**config.mk**
```make
export PLATFORM = sky130hd
export DESIGN_NAME = dmem_arbiter
export DESIGN_NICKNAME = d
export VERILOG_FILES = /design/src/rtl/dmem_arbiter.sv
export SDC_FILE = /design/constraint.sdc
export NUM_CORES = 1
export LEC_CHECK = 0
export CELL_PAD_IN_SITES_DETAIL_PLACEMENT = 0
export CELL_PAD_IN_SITES_GLOBAL_PLACEMENT = 1
export CORE_UTILIZATION = 29
export DETAILED_ROUTE_END_ITERATION = 16
export GPL_ROUTABILITY_DRIVEN = 0
export PLACE_DENSITY_LB_ADDON = 0.2
export SETUP_SLACK_MARGIN = 0.3
export SLEW_MARGIN = 20
export SYNTH_ARGS = -nofsm -noshare
export SYNTH_HDL_FRONTEND = slang
export SYNTH_SLANG_ARGS = --single-unit
```
**constraint.sdc**
```tcl
create_clock -name clock -period 1.9 [get_ports clock]
set_input_delay 0.38 -clock clock [delete_from_list [all_inputs] [get_ports clock]]
set_output_delay 0.38 -clock clock [all_outputs]
set_load 0.02 [all_outputs]
```
**src/rtl/dmem_arbiter.sv**
```systemverilog
// Two-requester (CPU MEM stage / DMA) arbiter for the data-memory/IO port; every access is ADDR then DATA.
// Define DMEM_ARB_STARVE_GUARD_EN for the DMA starvation guard and DMA IO-write rejection.
module dmem_arbiter #(
  parameter int unsigned ADDR_W       = 32,
  parameter int unsigned DATA_W       = 32,
  parameter int unsigned STARVE_LIMIT = 8,
  parameter int unsigned CNT_W        = 4
) (
  input  logic              clock,
  input  logic              reset,
  input  logic              cpu_req,
  input  logic              cpu_we,
  input  logic [ADDR_W-1:0] cpu_addr,
  input  logic [DATA_W-1:0] cpu_wdata,
  output logic [DATA_W-1:0] cpu_rdata,
  output logic              cpu_done,
  output logic              cpu_stall,
  input  logic              dma_req,
  input  logic              dma_we,
  input  logic [ADDR_W-1:0] dma_addr,
  input  logic [DATA_W-1:0] dma_wdata,
  output logic [DATA_W-1:0] dma_rdata,
  output logic              dma_done,
  output logic              dma_err,
  output logic              mem_we,
  output logic [ADDR_W-1:0] mem_addr,
  output logic [DATA_W-1:0] mem_wdata,
  input  logic [DATA_W-1:0] mem_rdata
);

  typedef enum logic [1:0] {IDLE, ADDR, DATA} state_t;

  state_t            state, state_nxt;
  logic              grant, grant_nxt;
  logic              xfer_we;
  logic [ADDR_W-1:0] addr_q;
  logic [DATA_W-1:0] wdata_q;
  logic [DATA_W-1:0] cpu_hold, dma_hold;

  logic              own_we;
  logic [ADDR_W-1:0] own_addr;
  logic [DATA_W-1:0] own_wdata;
  logic              dma_cand;
  logic              dma_force;
  logic              reject;
  logic              rd_data;

  assign own_we    = grant ? dma_we    : cpu_we;
  assign own_addr  = grant ? dma_addr  : cpu_addr;
  assign own_wdata = grant ? dma_wdata : cpu_wdata;

  // DMA keeps dma_req high through its own done cycle; that level must not re-grant it.
  assign dma_cand = dma_req & ~((state == DATA) & grant);

`ifdef DMEM_ARB_STARVE_GUARD_EN
  logic [CNT_W-1:0] starve_cnt;
  logic             xfer_err;

  assign dma_force = dma_cand & (starve_cnt == CNT_W'(STARVE_LIMIT));
  assign reject    = grant & dma_we & dma_addr[7];
  assign dma_err   = (state == DATA) & grant & xfer_err;

  always_ff @(posedge clock) begin
    if (reset) begin
      starve_cnt <= '0;
      xfer_err   <= 1'b0;
    end else begin
      if (state == ADDR)
        xfer_err <= reject;
      if ((state != ADDR) && (state_nxt == ADDR) && grant_nxt)
        starve_cnt <= '0;
      else if (dma_req && !((state != IDLE) && grant) && (starve_cnt != CNT_W'(STARVE_LIMIT)))
        starve_cnt <= starve_cnt + CNT_W'(1);
    end
  end
`else
  assign dma_force = 1'b0;
  assign reject    = 1'b0;
  assign dma_err   = 1'b0;
`endif

  always_comb begin
    state_nxt = state;
    grant_nxt = grant;
    case (state)
      ADDR: state_nxt = DATA;
      default: begin
        if (cpu_req || dma_cand) begin
          state_nxt = ADDR;
          grant_nxt = dma_force | ~cpu_req;
        end else begin
          state_nxt = IDLE;
        end
      end
    endcase
  end

  always_ff @(posedge clock) begin
    if (reset) begin
      state    <= IDLE;
      grant    <= 1'b0;
      xfer_we  <= 1'b0;
      addr_q   <= '0;
      wdata_q  <= '0;
      cpu_hold <= '0;
      dma_hold <= '0;
    end else begin
      state <= state_nxt;
      grant <= grant_nxt;
      if (state == ADDR) begin
        xfer_we <= own_we;
        addr_q  <= own_addr;
        wdata_q <= own_wdata;
      end
      if (rd_data) begin
        if (grant) dma_hold <= mem_rdata;
        else       cpu_hold <= mem_rdata;
      end
    end
  end

  assign rd_data   = (state == DATA) & ~xfer_we;
  assign mem_we    = (state == ADDR) & own_we & ~reject;
  assign mem_addr  = (state == ADDR) ? own_addr  : addr_q;
  assign mem_wdata = (state == ADDR) ? own_wdata : wdata_q;

  assign cpu_done  = (state == DATA) & ~grant;
  assign dma_done  = (state == DATA) & grant;
  assign cpu_stall = cpu_req & ~cpu_done;
  assign cpu_rdata = (rd_data & ~grant) ? mem_rdata : cpu_hold;
  assign dma_rdata = (rd_data &  grant) ? mem_rdata : dma_hold;

endmodule

```
# [Yosys cells after proc, flatten, opt, wreduce, memory -nomap -nowiden]
# Cells that the tools add are included.
[word_totals] reg_bits=132 word_cells=38
[op_classes] eq_ne=2 muxes=9 bitwise_logic=14 n_reduce_logical=5
[ops] op="$mux W32" count=6
[ops] op="$and A1 B1 Y1" count=8
[ops] op="$not A1 Y1" count=6
[ops] op="$reduce_and A2 Y1" count=3
[ops] op="$eq A2 B1 Y1 const B" count=1
[ops] op="$eq A2 B2 Y1 const B" count=1
[ops] op="$mux W1" count=2
[ops] op="$mux W2" count=1
[ops] op="$reduce_or A2 Y1" count=1
[ops] op="$logic_or A1 B1 Y1" count=1

# [Longest topological paths before layout]
# Gate-level depths: netlist (run 1).
[depth] depth_word=7 depth_mapped=6 ltp_nobuf=3

# [Worst setup path after synthesis (run 1)]
# No wires, ideal clock.
[synth_timing] path_type="reg2out" startpoint="reg grant" endpoint="out cpu_stall" arrival_time_ns=1.574 required_time_ns=1.520 slack_ns=-0.054 stages_incl_launch_ff=6 cell_sequence="dfxtp_1 -> buf_6 -> buf_2 -> buf_2 -> nor3b_1 -> nor2b_1"
[synth_via] elab_chain_cells=4
[synth_rtl] element="from (decl)" line="34" rtl="logic grant, grant_nxt;"
[synth_rtl] element="from (signal assigned)" line="109" rtl="grant <= grant_nxt;"
[synth_rtl] element="$not A1 Y1" line="127" rtl="assign cpu_done = (state == DATA) & ~grant;"
[synth_rtl] element="$and A1 B1 Y1" line="127"
[synth_rtl] element="named net cpu_done" line="16" rtl="output logic cpu_done,"
[synth_rtl] element="$not A1 Y1" line="129" rtl="assign cpu_stall = cpu_req & ~cpu_done;"
[synth_rtl] element="$and A1 B1 Y1" line="129"
[synth_rtl] element="to (decl)" line="17" rtl="output logic cpu_stall,"
# The timed path passes the listed nets, and every way through them passes these cells.

# [Final worst setup path (run 1)]
[layout_timing] startpoint="reg grant" endpoint="out cpu_rdata[16]"
[layout_via] elab_chain_cells=3
[layout_rtl] element="$not A1 Y1" line="130" rtl="assign cpu_rdata = (rd_data & ~grant) ? mem_rdata : cpu_hold;"
[layout_rtl] element="$and A1 B1 Y1" line="130"
[layout_rtl] element="$mux W32" line="130"
[layout_rtl] element="to (decl)" line="15" rtl="output logic [DATA_W-1:0] cpu_rdata,"
# No other way between the ends.

==> results of run 1 <==
## cells by family after synthesis
family / Yosys count / share of synthesized area
simple gates: 331 / 0.2825
flops: 132 / 0.4327
compound gates: 68 / 0.08277
mux: 65 / 0.1547
buf+inv: 53 / 0.04671
other cells: 1 / 0.0006140
## worst min-delay path, cell delays in order
cell and delay (ps):
buf_4 130, buf_12 170, nor2b_1 130
## sequential cells by signal (all words and copies together) (netlist names)
signal	flops
addr_q	32
cpu_hold	32
dma_hold	32
grant	1
state	2
wdata_q	32
xfer_we	1
## report_power, final
group | leakage (nW) | total [mW] | internal (mW) | switching, mW
Combinational | 3.82 | 3.13 | 1.64 | 1.49
Clock | 0.271 | 3.16 | 1.85 | 1.31
Sequential | 1.08 | 2.98 | 2.93 | 0.0485
Total | 5.17 | 9.27 | 6.42 | 2.84
## cells in the mapped netlist (all sizes together)
cell type,instances,area share
and4bb,1,0.0020
nand2b,1,0.0010
mux2i,1,0.0016
a211oi,66,0.081
conb,1,0.00061
mux2,64,0.15
nor2b,100,0.10
buf,25,0.030
a21oi,2,0.0016
nor3b,1,0.0012
clkbuf,27,0.017
nor4b,1,0.0039
nor3,65,0.053
nor2,131,0.081
nand3b,1,0.0012
dfxtp,132,0.43
and2b,30,0.037
inv,1,0.00061
## per-stage QoR
stage                     hold slack [ps]  setup WS, ps  total power, mW    util
after floorplan                     476.6         185.6            4.291       -
after global placement              516.4        -337.6            5.475  0.5031
after detailed placement            525.6        -330.6            5.482  0.5031
after CTS                           436.0        -486.5            8.840  0.5620
after global routing                470.1        -481.2            9.671  0.6275
final                               452.6        -405.6            9.268  0.6275
## cell type report
| type | instances | area [um2] |
|---|---|---|
| Fill cell | 1719 | 7611 |
| Timing Repair Buffer | 448 | 4940 |
| Multi-Input combinational cell | 465 | 4320 |
| Sequential cell | 132 | 2650 |
| Clock buffer | 19 | 442.9 |
| Tap cell | 270 | 337.8 |
| Clock inverter | 13 | 123.9 |
| Inverter | 1 | 3.754 |
## worst max-delay path by stage
stage               endpoint  slack, ps  cells after the start
4_1_cts         mem_addr[10]       -490                      6
6_report       cpu_rdata[16]       -410                      6
2_1_floorplan   cpu_rdata[0]        190                      4
5_1_grt         mem_addr[28]       -480                      8
3_5_place_dp    mem_addr[29]       -330                      6
3_3_place_gp    mem_addr[29]       -340                      6
## metal layers
metal  wire [um]  GRT usage  vias up  share of wire
li1            -          -     2979              -
met1        9501     0.2311     2844           0.43
met2       10830     0.3078      210           0.49
met3        1479    0.05745       23          0.067
met4         354    0.05567        0          0.016
met5           0          0        -              0
## cell usage in the layout (no fill, tap or decap), drive strengths merged, types with 30 or more instances in the layout
| cell type | n |
|---|---|
| and2b | 30 |
| clkbuf | 32 |
| dfxtp | 132 |
| nor3 | 65 |
| a211oi | 66 |
| buf | 271 |
| nor2b | 100 |
| mux2 | 64 |
| clkdlybuf4s50 | 164 |
| nor2 | 131 |
## timing repair
item | CTS | global route
gates resized for setup | 598 | 346
buffers inserted | 19 | 47
cloned | 9 | 10
pin swaps | 7 | 72
endpoints found under the setup margin | 132 | 163
==> out/metrics.cfg, run 1 <==
[critical_path]
reg2reg_depth=7
arrival_ps=1930
slowest_delay_ps=360
critPathTopFamily=buffers and inverters
cp_max_fo=8
path_cells=nor4b_4, buf_12, buf_6, buf_6, mux2_4, buf_6
cp-startpoint=grant$_SDFFE_PP0P_
crit_path_frequent_cell=buf_6
reg2reg_slack_ps=170
critPathSlowestCell=dfxtp_4
regToRegEndpoint=cpu_hold[16]$_SDFFE_PP0P_
endpoint_kind=output pin
r2r_start=grant$_SDFFE_PP0P_
critPathBufInv=4
crit_type=reg -> out
cp.required_ps=1520
start_kind=register

[pwr]
leakage_nw=5.173
vdd_drop_max_v=0.0005034
power.density_nw_per_um2=723.0

[layout]
layout-drive-gt1-share=0.4991
n_antenna_cell=0
final_cells=1348
area.growth.synth_to_final_pct=109.9
finalInstanceArea_um2=12820
final_nets=1231

[floorplanning]
die_x_um=147.1
ios=299
chipHeight_um=147.1
initial_utilization=0.2989
rows=52
die_area_um2=21640
core_region_area_um2=20430

[place]
placed_area_um2=10280
dp.cells=1231
place_hpwl_um=13350
port_buffers=297

[clock_tree]
path_clk_slew_ps=60
ctsLongestPathBuffers=2
cts_tree=built
clock_sinks=132
numCtsBuffers=17
htree_num_levels=4
worstSkewPairLatency_ps=420
root_buffer=clkbuf_16
holdBufCountCts=0

[global_routing]
grt_pass1_vias=5716
antenna_found_initial=0
grt_pass1_wl_um=31220
grt_max_degree=78
grtUsageTotal=0.1860
gr-total-overflow=0

[routing]
vias=6056
drc_errors=0
via_per_inst=4.493
drt-total-wl_um=22170
wl_per_cell_um=16.44
ant_nets=0
firstDrtPassIters=6
drtIter0Drc=147

[synth]
synthesis.nets=816
synth_seq_area_share=0.4327
ys_seq_elements=132
synthDistinctLibCells=21
ys.warnings.count=0
synth_cells=650
synthesis.area_um2=6107
avgSynthCellArea_um2=9.396

[hold_path]
min_to=cpu_hold[30]$_SDFFE_PP0P_
holdCritStartpoint=reset
min_path_cells=3
hold_path_class=in -> reg

[run]
drv_cap=0

[sta]
finClkSkew_ps=9.660
finalSetupViolCount=132
finalCritPeriodShare=1.213
drv_slew=0
tns_ps=-41920
hold_viol_final=0
max_freq_ghz=0.4337
fin_ws_ps=-405.6
period_needed_ps=2306
rsz0062_at_grt=yes

[status]
status=finished with violations
violations=setup timing

No activity file was read; power rests on OpenSTA's default activity.
==> run 2: changes to the inputs <==
Settings changed: GPL_TIMING_DRIVEN set to 0.
==> run 2 against run 1 <==
  * The run still ends with setup timing left
  * Sequential share of layout area down 0.54 points
  * Clock power up 3%
  * Wire length up 3.8%
  * Fmax down 2.0%
  * Critical path depth up 3
  * First-iteration DRC count down 20%
  * Cell count up 2.5%
  * Global-route usage up 1.5 points
  * Largest power group is now combinational cells
==> out/metrics.cfg, run 2 (same netlist as run 1, synthesis figures left out) <==
[sta]
worst_pin_slew_ps=711.7
max_freq_ghz=0.4249
slew_headroom=0.5255
period_needed_ps=2353
finalSetupViolCount=133
finalCritPeriodShare=1.239
hold_viol_final=0
fin_ws_ps=-453.2
finClkSkew_ps=8.658
whs_ps=345.2
drv_slew=0
tns_ps=-50160
rsz0062_at_grt=yes

[clock_tree]
cts_tree=built
worstSkewPairLatency_ps=420
path_clk_slew_ps=60
root_buffer=clkbuf_16
numCtsBuffers=17
ctsLongestPathBuffers=2
holdBufCountCts=0
clock_sinks=132
htree_num_levels=4

[hold_path]
hold_path_class=in -> reg

[routing]
firstDrtPassIters=4
wl_per_cell_um=16.64
vias=6248
drc_errors=0
via_per_inst=4.521
drt-total-wl_um=23000
drtIter0Drc=118
ant_nets=0

[critical_path]
critPathBufInv=7
slowest_delay_ps=310
path_cells=buf_6, buf_12, buf_8, buf_12, buf_12, buf_6, a211oi_4, nor2_2, buf_6
critPathSlowestCell=dfxtp_2
cp_max_fo=8
cp.required_ps=1520
crit_type=reg -> out
arrival_ps=1970
start_kind=register
critPathTopFamily=buffers and inverters
endpoint_kind=output pin

[place]
pre_cts_ws_ps=-556.3
place_hpwl_um=14580
dp.cells=1216
port_buffers=296
placed_area_um2=9955

[floorplanning]
die_x_um=147.1
die_area_um2=21640
chipHeight_um=147.1
ios=299
core_region_area_um2=20430
rows=52
initial_utilization=0.2989

[pwr]
p_total_mw=9.534
vdd_drop_max_v=0.0005619
leakage_nw=5.393
power.density_nw_per_um2=723.9

[run]
drv_cap=0

[layout]
finalInstanceArea_um2=13170
n_antenna_cell=0
fin_util=0.6447
fillCellCount=1698
mostFrequentLayoutCell=clkdlybuf4s50_1
area.growth.synth_to_final_pct=115.7
final_cells=1382
layout-drive-gt1-share=0.5189
final_cell_mix=clkdlybuf4s50_1 (164), buf_6 (158), dfxtp_1 (129), nor2_1 (71), nor2b_1 (71)
final_nets=1265

[global_routing]
grtUsageTotal=0.2007
antenna_found_initial=0
grt_pass1_wl_um=33750
grt_pass1_vias=6278
grt_max_degree=17
gr-total-overflow=0

[status]
violations=setup timing
status=finished with violations

## run 2: where the power goes
group	total, mW	internal [mW]	switching, mW
sequential	2.98	2.93	0.0467
combinational	3.29	1.76	1.53
clock	3.27	1.85	1.41
total	9.53	6.54	2.99
## run 2: layer usage
layer  vias to the layer above  track usage  routed length (um)
met5                         -            0                   0
met4                         0      0.05052                 207
met3                        15      0.05745                1356
met2                       194       0.3474               11760
met1                      3004       0.2432                9678
li1                       3035            -                   -
## run 2: final timing paths
path / start / endpoint / slack (ps) / cells after the start
worst max-delay path: grant$_SDFFE_PP0P_ / mem_wdata[1] / -450 / 9
worst max register to register: grant$_SDFFE_PP0P_ / wdata_q[29]$_SDFF_PP0_ / 0 / 12
worst min register to register: wdata_q[18]$_SDFF_PP0_ / wdata_q[18]$_SDFF_PP0_ / 530 / 2
worst min-delay path: reset / dma_hold[30]$_SDFFE_PP0P_ / 350 / 2
## run 2: cell type report
class / count / area (um2) / share of cell area
Buffer: 52 / 699.4 / 0.05311
Clock buffer: 17 / 425.4 / 0.03230
Clock inverter: 15 / 160.2 / 0.01216
Inverter: 1 / 3.754 / 0.0002850
Multi-Input combinational cell: 465 / 4364 / 0.3314
Sequential cell: 132 / 2651 / 0.2013
Tap cell: 270 / 337.8 / 0.02565
Timing Repair Buffer: 430 / 4528 / 0.3438
## run 2: timing repair
item,CTS,global route
setup endpoints to repair,193,219
pin swaps,54,60
resized for setup,850,181
setup buffers,72,50
gates cloned,4,8
